[config.mk]
export PLATFORM = sky130hd
export DESIGN_NAME = cic_out_scaler
export DESIGN_NICKNAME = d
export VERILOG_FILES = /design/src/rtl/cic_pkg.sv /design/src/rtl/fwft_fifo.sv /design/src/rtl/cic_out_scaler.sv
export SDC_FILE = /design/constraint.sdc
export NUM_CORES = 1
export LEC_CHECK = 0
export ABC_AREA = 1
export CORE_MARGIN = 2
export CORE_UTILIZATION = 31
export CTS_CLUSTER_SIZE = 16
export DETAILED_ROUTE_END_ITERATION = 6
export SETUP_SLACK_MARGIN = 0.05
export SYNTH_ARGS = -nofsm -noshare
export SYNTH_HDL_FRONTEND = slang
export SYNTH_SLANG_ARGS = --single-unit
export TNS_END_PERCENT = 100
[constraint.sdc]
create_clock -name clk -period 3.1 [get_ports clk]
set_clock_uncertainty 0.15 [all_clocks]
set_input_delay 0.93 -clock clk [delete_from_list [all_inputs] [get_ports clk]]
set_output_delay 0.93 -clock clk [all_outputs]
set_load 0.02 [all_outputs]
[src/rtl/cic_pkg.sv]
// Shared widths and clamp helpers for the CIC output path.
// Default full width is CIC_WIN + CIC_WG. The gain-compensation shift equals the
// CIC growth CIC_WG, which maps the integrator output back onto CIC_WIN.
package cic_pkg;

    localparam int CIC_WIN   = 16;
    localparam int CIC_WG    = 22;
    localparam int CIC_WOUT  = 16;
    localparam int CIC_SHIFT = CIC_WG;

    // Largest value representable in a w-bit two's complement word.
    function automatic int sat_max(input int w);
        return (1 << (w - 1)) - 1;
    endfunction

    // Most negative value representable in a w-bit two's complement word.
    function automatic int sat_min(input int w);
        return -(1 << (w - 1));
    endfunction

endpackage

[src/rtl/fwft_fifo.sv]
// First-word-fall-through FIFO: the head entry is always visible on rdata.
// A write into a full FIFO is accepted only when a read happens in the same cycle.
// DEPTH must be a power of two so the pointers wrap naturally.
module fwft_fifo #(
    parameter int W     = 16,
    parameter int DEPTH = 4
) (
    input  logic         clk,
    input  logic         rst,
    input  logic         push,
    input  logic [W-1:0] wdata,
    input  logic         pop,
    output logic [W-1:0] rdata,
    output logic         not_empty,
    output logic         full
);

    localparam int AW = (DEPTH > 1) ? $clog2(DEPTH) : 1;
    localparam int CW = $clog2(DEPTH + 1);

    logic [W-1:0]  mem [DEPTH];
    logic [AW-1:0] wr_ptr;
    logic [AW-1:0] rd_ptr;
    logic [CW-1:0] count;
    logic          wr_en;
    logic          rd_en;

    assign full      = (count == CW'(DEPTH));
    assign not_empty = (count != '0);
    assign rdata     = mem[rd_ptr];
    assign rd_en     = pop & not_empty;
    assign wr_en     = push & (~full | rd_en);

    // Storage, pointers and occupancy; the storage is cleared so the head reads 0 in reset.
    always_ff @(posedge clk or negedge rst) begin
        if (!rst) begin
            for (int i = 0; i < DEPTH; i++) begin
                mem[i] <= '0;
            end
            wr_ptr <= '0;
            rd_ptr <= '0;
            count  <= '0;
        end else begin
            if (wr_en) begin
                mem[wr_ptr] <= wdata;
                wr_ptr      <= wr_ptr + AW'(1);
            end
            if (rd_en) begin
                rd_ptr <= rd_ptr + AW'(1);
            end
            case ({wr_en, rd_en})
                2'b10:   count <= count + CW'(1);
                2'b01:   count <= count - CW'(1);
                default: count <= count;
            endcase
        end
    end

endmodule

[src/rtl/cic_out_scaler.sv]
// CIC output scaler: round-half-up arithmetic shift, saturation to WOUT, FWFT buffer.
// Optional build macro CIC_OUT_SCALER_SATCNT_EN adds the sat_cnt saturation counter.
//
// Handshake toward the sink: a sample transfers on every rising edge where
// val_out and o_ready are both high; while val_out is high and o_ready is low,
// o_data and val_out hold. The input side has no ready: val_in may be high
// every cycle, and samples arriving at a full buffer that is not being read are dropped.
module cic_out_scaler
    import cic_pkg::*;
#(
    parameter int WIN   = CIC_WIN + CIC_WG,
    parameter int WOUT  = CIC_WOUT,
    parameter int SHIFT = CIC_SHIFT,
    parameter int DEPTH = 4
) (
    input  logic            clk,
    input  logic            rst,
    input  logic            val_in,
    input  logic [WIN-1:0]  i_data,
    input  logic            o_ready,
    input  logic            clr_flags,
    output logic            val_out,
    output logic [WOUT-1:0] o_data,
    output logic            sat_flag,
    output logic            ovf_flag
`ifdef CIC_OUT_SCALER_SATCNT_EN
    ,
    output logic [15:0]     sat_cnt
`endif
);

    // Width of the shifted value: one guard bit above the input, minus the dropped LSBs.
    localparam int SW = WIN + 1 - SHIFT;
    localparam logic [WIN:0]           RND    = (WIN + 1)'(1) << (SHIFT - 1);
    localparam logic signed [SW-1:0]   LIM_HI = SW'(sat_max(WOUT));
    localparam logic signed [SW-1:0]   LIM_LO = SW'(sat_min(WOUT));

    logic [WIN:0]           r1;
    logic                   v1;
    logic signed [SW-1:0]   s;
    logic [WOUT-1:0]        res;
    logic                   clamp;
    logic [WOUT-1:0]        d2;
    logic                   v2;
    logic                   sat2;
    logic                   pop;
    logic                   full;
    logic                   drop;
    logic                   rnd_residue_unused;

    // Stage 1: add half an output LSB in a sign-extended word so the sum cannot wrap.
    always_ff @(posedge clk or negedge rst) begin
        if (!rst) begin
            r1 <= '0;
            v1 <= 1'b0;
        end else begin
            r1 <= {i_data[WIN-1], i_data} + RND;
            v1 <= val_in;
        end
    end

    // Keeping the top bits is the arithmetic shift; the low bits are only rounding residue.
    assign s                  = r1[WIN:SHIFT];
    assign rnd_residue_unused = ^r1[SHIFT-1:0];

    // Clamp the shifted value to the signed WOUT range.
    always_comb begin
        clamp = 1'b0;
        res   = s[WOUT-1:0];
        if (s > LIM_HI) begin
            clamp = 1'b1;
            res   = LIM_HI[WOUT-1:0];
        end else if (s < LIM_LO) begin
            clamp = 1'b1;
            res   = LIM_LO[WOUT-1:0];
        end
    end

    // Stage 2: register the saturated sample and whether it was clamped.
    always_ff @(posedge clk or negedge rst) begin
        if (!rst) begin
            d2   <= '0;
            v2   <= 1'b0;
            sat2 <= 1'b0;
        end else begin
            d2   <= res;
            v2   <= v1;
            sat2 <= v1 & clamp;
        end
    end

    assign pop  = val_out & o_ready;
    assign drop = v2 & full & ~pop;

    fwft_fifo #(
        .W     (WOUT),
        .DEPTH (DEPTH)
    ) u_fifo (
        .clk       (clk),
        .rst       (rst),
        .push      (v2),
        .wdata     (d2),
        .pop       (pop),
        .rdata     (o_data),
        .not_empty (val_out),
        .full      (full)
    );

    // Sticky flags; a set event in the same cycle overrides the clear.
    always_ff @(posedge clk or negedge rst) begin
        if (!rst) begin
            sat_flag <= 1'b0;
            ovf_flag <= 1'b0;
        end else begin
            if (clr_flags) begin
                sat_flag <= 1'b0;
                ovf_flag <= 1'b0;
            end
            if (sat2) begin
                sat_flag <= 1'b1;
            end
            if (drop) begin
                ovf_flag <= 1'b1;
            end
        end
    end

`ifdef CIC_OUT_SCALER_SATCNT_EN
    // Saturating count of clamped samples; an increment alongside a clear restarts at 1.
    always_ff @(posedge clk or negedge rst) begin
        if (!rst) begin
            sat_cnt <= '0;
        end else if (sat2) begin
            if (clr_flags) begin
                sat_cnt <= 16'd1;
            end else if (sat_cnt != 16'hFFFF) begin
                sat_cnt <= sat_cnt + 16'd1;
            end
        end else if (clr_flags) begin
            sat_cnt <= '0;
        end
    end
`endif

endmodule

; ---- Yosys cells after proc, flatten, opt, wreduce, memory -nomap -nowiden
; Index checks and enable logic that the tools add are counted.
[classes]
mux = 14
bitwise_logic = 11
order_cmp = 5
n_addsub = 5
n_eq_ne = 3
n_reduce_logical = 5
[ops]
columns = operator, count
row1 = $mux W16, 5
row2 = $bwmux W64, 1
row3 = $add A38 B23 Y39 const B, 1
row4 = $bmux W16 S2, 1
row5 = $demux W16 S2, 1
row6 = $gt A17 B16 Y1 const B, 1
row7 = $lt A17 B16 Y1 const B, 1
row8 = $and A1 B1 Y1, 6
row9 = $ge A3 B3 Y1 const B, 2
row10 = $not A2 Y3, 2
row11 = $pmux W3 S2, 1
row12 = $reduce_bool A2 Y1, 3
row13 = $mux W1, 5
row14 = $add A2 B1 Y2 const B, 2
row15 = $add A3 B1 Y3 const B, 1
row16 = $eq A3 B3 Y1 const B, 1
row17 = $lt A3 B1 Y1 const B, 1
row18 = $reduce_bool A3 Y1, 1
row19 = $sub A3 B1 Y3 const B, 1
row20 = $eq A2 B1 Y1 const B, 1
row21 = $eq A2 B2 Y1 const B, 1
row22 = $not A1 Y1, 2
row23 = $logic_and A1 B1 Y1, 1
row24 = $or A1 B1 Y1, 1
[word_totals]
inputBits = 43
out_inout_bits = 19
regBits = 131
elab_cells = 57

; ---- Logic depth before layout (Yosys ltp)
; Gate-level depths: netlist of the first run.
[logic_depth]
depth_word = 7
depth_mapped = 11
mapped_depth_nobuf = 9

; ---- By module
; A second synthesis of the first run with hierarchy kept.
[unflattened]
cells_unflattened = 579
area_unflattened_um2 = 5054.8
[by_module_without_submodules]
columns = mod, area_per_inst_um2, instances, cells_per_inst, seq_area_each_um2
row1 = fwft_fifo, 3505.9, 1, 424, 1776.7
row2 = cic_out_scaler, 1549.0, 1, 155, 950.9

; ---- Worst setup path before layout of the first run
; No wires, ideal clock.
[synth_path]
path_kind = input to register
start = input o_ready
end = register u_fifo.count[2]
required_time_ns = 2.819
t_arrival_ns = 2.399
path_slack_ns = 0.420
cell_stages = 11
n_path_buf = 2
setup_ns = 0.131
cell_sequence = inv_1 -> nand3_4 -> nand2_8 -> buf_12 -> buf_12 -> ha_1 -> inv_1 -> fa_1 -> a21oi_1 -> o21ai_0 -> xor2_1
[synth_via]
elab_chain_cells = 6
elab_cells_between_ends = 8
classes_between = 2 x eq/ne / 1 x mux / 4 x bitwise / 1 x reduce/logical
[synth_rtl]
columns = item, line
row1 = from (decl), cic_out_scaler.sv:20  ; input logic o_ready,
row2 = $and A1 B1 Y1 *, cic_out_scaler.sv:92  ; assign pop = val_out & o_ready;
row3 = $and A1 B1 Y1 *, fwft_fifo.sv:31  ; assign rd_en = pop & not_empty;
row4 = $or A1 B1 Y1, fwft_fifo.sv:32  ; assign wr_en = push & (~full | rd_en);
row5 = $and A1 B1 Y1, fwft_fifo.sv:32
row6 = $eq A2 B1 Y1 / $eq A2 B2 Y1 (equally long branches), fwft_fifo.sv:51  ; case ({wr_en, rd_en})
row7 = $pmux W3 S2 / $reduce_bool A2 Y1 (equally long branches), --
row8 = to (signal assigned), fwft_fifo.sv:52  ; 2'b10: count <= count + CW'(1);
row9 = to (signal assigned), fwft_fifo.sv:53  ; 2'b01: count <= count - CW'(1);
row10 = to (signal assigned), fwft_fifo.sv:54  ; default: count <= count;
row11 = to (decl), fwft_fifo.sv:24  ; logic [CW-1:0] count;
; Every way passes the cells marked *; elsewhere a longest branch is shown, timed or not.
; A chain may end at the register's enable or synchronous reset.

; ---- Worst setup path in the final report of the first run
[layout_path]
start = register u_fifo.rd_ptr[0]
end = output o_data[9]
[layout_via]
elab_chain_cells = 4
[layout_rtl]
columns = item, line
row1 = from (decl), fwft_fifo.sv:23  ; logic [AW-1:0] rd_ptr;
row2 = from (signal assigned), fwft_fifo.sv:49  ; rd_ptr <= rd_ptr + AW'(1);
row3 = $not A2 Y3 (implied by the code), fwft_fifo.sv:30  ; assign rdata = mem[rd_ptr];
row4 = $bmux W16 S2, fwft_fifo.sv:30
row5 = $mux W16 (implied by the code) (2 in series), fwft_fifo.sv:30
row6 = to (decl), cic_out_scaler.sv:23  ; output logic [WOUT-1:0] o_data,
; Every way passes these cells. The select of a mux whose other input is x is not followed.

==> results.cfg, run 1 <==
[global_routing]
grt_max_degree = 72
grt_overflow_total = 0
antenna_found_initial = 0
grt_first_pass_wirelength_um = 18600
grt_util_met3_pct = 2.16
grt-busiest-layer = met2
grt_use_met1_pct = 19.5
grt_pass1_vias = 3699
grt_use_met2_pct = 22.1
grt_use_total_pct = 13.9

[setup_path]
crit_slowest_cell = dfrtp_1
end_kind = output pin
cpLargestDelayFamily = buffers and inverters
worst-path-buf-inv = 3
crit_path_max_fanout = 12
arrival_ps = 1830
cp-start-kind = register
cp.required_ps = 2020
path_class = register to output pin
crit_chain = inv_1 -> buf_4 -> o21ai_0 -> o22ai_1 -> dlygate4sd2_1
cpPeakStageDelay_ps = 390

[floorplanning]
rows = 46
core_um2 = 15800
dieArea_um2 = 17100
start_util_pct = 31.6
die_h_um = 131
die_w_um = 131
io_pins = 62

[yosys]
synth_area_per_cell_um2 = 8.84
yosysTopAreaCellShare_pct = 54.6
synth_top_area_cell = dfrtp_1
synthFlopType = dfrtp_1
ys_top_cells_by_count = nand2_1, dfrtp_1, o21ai_0
ys_seq_area_share_pct = 54.6
ys_seq_elements = 109
netlist_top_cells_area = dfrtp_1, nand2_1, o21ai_0, nor2_1, inv_1
syn_area_um2 = 4990
syn_nets = 615
synth_edf_count = 0
yosysWarnings = 0
yosysMostFrequentCell = nand2_1
async_reset_ff_share_pct = 100
synthDistinctLibCells = 30
synthCells = 565

[timing]
tightest_slew_ps = 769
fmax_ghz = 0.343
setup_viol = 0
fin_setup_tns_ps = 0
rsz0062_at_grt = false
slew_violations = 0
relSlewSlack_pct = 48.8
hold_viol_final = 0
final.min_clock_period_ps = 2910
post-route-period-util_pct = 93.9
holdWs_ps = 227

[cts]
cts_root_buf = clkbuf_16
clk_path_buf_depth = 2
cts_tree = done
cts_max_level = 3
cts_buffers = 9
insertion_delay_ps = 340
clkTransAtPathRegs_ps = 70
cts.sink_count = 109

[placed_design]
hpwl_um = 7380
place_congestion = 0.860
numPortBuffers = 40

[pwr]
p_per_area_nw_per_um2 = 955
ir_drop_v = 0.000427
p_leak_uw = 0.00276

[cells_and_area]
antenna_cells = 0
drive_gt1_share_pct = 6.95
fin_util_pct = 37.0
fillers = 1614
num-nets-final = 649
syn2layout_area_growth_pct = 17.4

[route]
dr_total_vias = 3827
routed_wl_um = 11300
avgRoutedWirePerCell_um = 13.8
drt_iter0_markers = 204
drtPass1Iterations = 4
post-route-drc-count = 0
final_antenna_net_count = 0
avgViaCountPerCell = 4.67

[outcome]
status = finished, final reports clean

[job]
maxCapViolations = 0

[worst_hold_path]
hold_path_class = register to register
-- path summary, 6_finish.rpt --
kind	from	end	slack [ps]	cells past startpoint
max	u_fifo.rd_ptr[0]$_DFFE_PN0P_	o_data[9]	190	5
min	r1[38]$_DFF_PN0_	d2[15]$_DFF_PN0_	230	0
max reg2reg	u_fifo.count[0]$_DFFE_PN0P_	u_fifo.mem[54]$_DFFE_PN0P_	950	7
min reg2reg	r1[38]$_DFF_PN0_	d2[15]$_DFF_PN0_	230	0
max in group asynchronous	rst	u_fifo.mem[15]$_DFFE_PN0P_	1720	2
min in group asynchronous	rst	u_fifo.mem[11]$_DFFE_PN0P_	360	1
-- sequential cells by signal, summed over array words and instances (netlist names) --
name,count
u_fifo.mem,64
r1,17
d2,16
u_fifo.count,3
u_fifo.rd_ptr,2
u_fifo.wr_ptr,2
ovf_flag,1
sat2,1
sat_flag,1
v1,1
v2,1
-- stage by stage --
stage | setup WS (ps) | std cells | area [um2] | total power (uW)
after floorplan | 420 | 565 | 4990 | 3680
after global placement | 154 | 804 | 5570 | 4540
after detailed placement | 117 | 804 | 5570 | 4630
after CTS | 156 | 820 | 5860 | 5660
after global routing | 69.5 | 820 | 5860 | 6000
final | 189 | 820 | 5860 | 5600
-- power breakdown --
| part | leakage (uW) | total (uW) | switching, uW | internal [uW] |
|---|---|---|---|---|
| logic | 0.00129 | 2280 | 1490 | 784 |
| clock network | 0.000145 | 1170 | 530 | 639 |
| registers | 0.00133 | 2150 | 255 | 1900 |
| total | 0.00276 | 5600 | 2280 | 3320 |
-- timing repair --
item                       in CTS  in global routing
hold buffers                    0                  0
resized for setup              17                  0
buffers inserted                0                  0
setup endpoints to repair      16                  0
-- metal layers --
metal	share of wire, %	vias up
met4	1.2	0
met1	46	1846
li1	-	1893
met5	0	-
met2	48	78
met3	4.8	10
-- placed cells by master (no fill, tap or decap), drive strengths merged --
cell type / n
buf: 11
nand2: 180
o21bai: 1
bufinv: 1
xor2: 11
xnor2: 8
o21ai: 99
fa: 1
nor3: 1
dlygate4sd2: 16
nand3: 10
ha: 6
clkdlybuf4s50: 23
inv: 33
dfrtp: 109
clkinvlp: 2
clkbuf: 9
a21oi: 5
clkinv: 1
nand3b: 1
nand4: 6
nor2: 53
o22ai: 17
-- logic make-up after synthesis --
family	synth area share [%]
AO/OA/AOI/OAI	12.9
XOR/XNOR	3.48
adder cells (fa/ha/maj)	1.90
buffers and inverters	5.84
flip-flops	54.6
AND/OR/NAND/NOR	21.2
-- area by class of cell --
cell class                 count  area [um2]  area share [%]
clock buffer                   9         225            3.84
clock inverter                 7        82.6            1.41
timing repair buffer          50         469            8.00
inverter                      30         113            1.92
multi-input combinational    399        1980            33.7
tap                          216         270            4.61
sequential                   109        2730            46.5
Power figures use the tool's default switching activity.
==> run 2: changes to the inputs <==
Settings changed: REMOVE_ABC_BUFFERS set to 1.
Clock period 3.1 ns to 2.95 ns, I/O delays scaled along.
==> run 2 against run 1 <==
  * Design area is 0.55% higher
  * Critical path type unchanged
  * Clock power is 4% higher
  * Critical path depth is 1 lower
  * Highest routed layer unchanged
  * Critical endpoint is now o_data[8]
==> results.cfg, run 2 (synthesis results as in run 1) <==
[pwr]
ir_drop_v = 0.000391
p_comb_share_pct = 41.2
switching_share_pct = 40.2
p_leak_uw = 0.00278
p_clk_share_pct = 20.6
cell_internal_pwr_uw = 3540
switchingPower_uw = 2380
p_per_area_nw_per_um2 = 1000
p_seq_share_pct = 38.2

[cells_and_area]
reg_top3 = u_fifo.mem (64), r1 (17), d2 (16)
fin_util_pct = 37.2
largest_register_ffs = 64
layout_commonest_cell = nand2_1
regMostFlops = u_fifo.mem
drive_gt1_share_pct = 7.40
antenna_cells = 0
multi_input_area_um2 = 1980
fillers = 1584
final_cell_mix = nand2_1, dfrtp_1, o21ai_0
num-nets-final = 653
seq_area_um2 = 2730
syn2layout_area_growth_pct = 18.0

[setup_path]
reg2regPathDepth = 7
r2r_end = u_fifo.mem[37]$_DFFE_PN0P_
crit_slowest_cell = dlygate4sd2_1
crit_end = o_data[8]
cp.required_ps = 1920
cpLargestDelayFamily = buffers and inverters
cp.depth = 4
worst-path-buf-inv = 2
cp-startpoint = u_fifo.rd_ptr[0]$_DFFE_PN0P_
arrival_ps = 1710
end_kind = output pin
cpPeakStageDelay_ps = 370
r2r_slack_ps = 880
crit_path_max_fanout = 20
cp-start-kind = register
r2r-start = u_fifo.count[0]$_DFFE_PN0P_
crit_chain = buf_4 -> o21ai_0 -> o22ai_1 -> dlygate4sd2_1
path_class = register to output pin

[placed_design]
hpwl_um = 7600
numPortBuffers = 40
place_congestion = 0.873

[timing]
hold_viol_final = 0
final.min_clock_period_ps = 2750
fmax_ghz = 0.364
slew_violations = 0
setup_viol = 0
tightest_slew_ps = 779
fin_setup_tns_ps = 0
relSlewSlack_pct = 48.0
rsz0062_at_grt = false
post-route-period-util_pct = 93.1

[route]
routed_wl_um = 11400
drt_iter0_markers = 224
dr_total_vias = 3849
final_antenna_net_count = 0
drtPass1Iterations = 4
post-route-drc-count = 0
avgRoutedWirePerCell_um = 13.9
avgViaCountPerCell = 4.67

[global_routing]
grt_first_pass_wirelength_um = 19100
grt_pass1_vias = 3900
grt_max_degree = 49
grt_overflow_total = 0
grt_use_total_pct = 14.4
antenna_found_initial = 0

[cts]
cts_max_level = 3
cts.sink_count = 109
post-cts-setup-buffers = 0
cts_buffers = 9
cts_root_buf = clkbuf_16
clkTransAtPathRegs_ps = 70
cts_tree = done
insertion_delay_ps = 350
clk_path_buf_depth = 2

[floorplanning]
die_h_um = 131
rows = 46
dieArea_um2 = 17100
io_pins = 62
die_w_um = 131
start_util_pct = 31.6
core_um2 = 15800

[outcome]
status = finished, final reports clean

[worst_hold_path]
hold_path_class = register to register

[job]
maxCapViolations = 0
run 2: cell count changes in the layout (fill, tap and decap cells not counted), sizes merged:
cell	delta
buf	+4
clkbuf	+2
inv	-2
run 2: power groups by stage:
stage | combinational [uW] | sequential [uW] | clock (uW)
2_1_floorplan | 1470 | 2270 | 0
3_3_place_gp | 2560 | 2260 | 0
3_5_place_dp | 2620 | 2280 | 0
4_1_cts | 2480 | 2250 | 1240
5_1_grt | 2730 | 2320 | 1300
6_report | 2440 | 2260 | 1220
run 2: per-layer routing:
metal	track usage (%)	share of wire, %
met5	0	0
met4	5.26	1.6
met3	3.05	4.4
met2	24.8	49
met1	18.0	45
run 2: what timing repair did:
action,CTS,global route
hold buffers,0,0
setup endpoints to repair,16,0
resized for setup,16,0
run 2: stage by stage:
step                cell area, um2  hold WS [ps]  setup slack (ps)  total power, uW  instances
CTS                           5900           236               157             5970        824
global route                  5900           254              77.1             6350        824
detailed placement            5610           221              14.0             4910        808
floorplan                     4820           204               253             3740        538
finish                        5900           239               203             5920        824
global placement              5610           213              72.9             4820        808
run 2: worst min-delay path by stage:
stage	from	end	slack (ps)	depth (start not counted)
floorplan	r1[38]$_DFF_PN0_	d2[15]$_DFF_PN0_	200	0
global placement	v1$_DFF_PN0_	v2$_DFF_PN0_	210	0
global route	v1$_DFF_PN0_	v2$_DFF_PN0_	250	0
detailed placement	v1$_DFF_PN0_	v2$_DFF_PN0_	220	0
finish	v1$_DFF_PN0_	v2$_DFF_PN0_	240	0
CTS	v1$_DFF_PN0_	v2$_DFF_PN0_	240	0
run 2: cell type report:
cell class,count,share of cell area [%]
Clock buffer,11,4.12
Clock inverter,5,0.997
Tap cell,216,4.58
Inverter,30,1.91
Sequential cell,109,46.3
Timing Repair Buffer,54,8.62
Multi-Input combinational cell,399,33.5
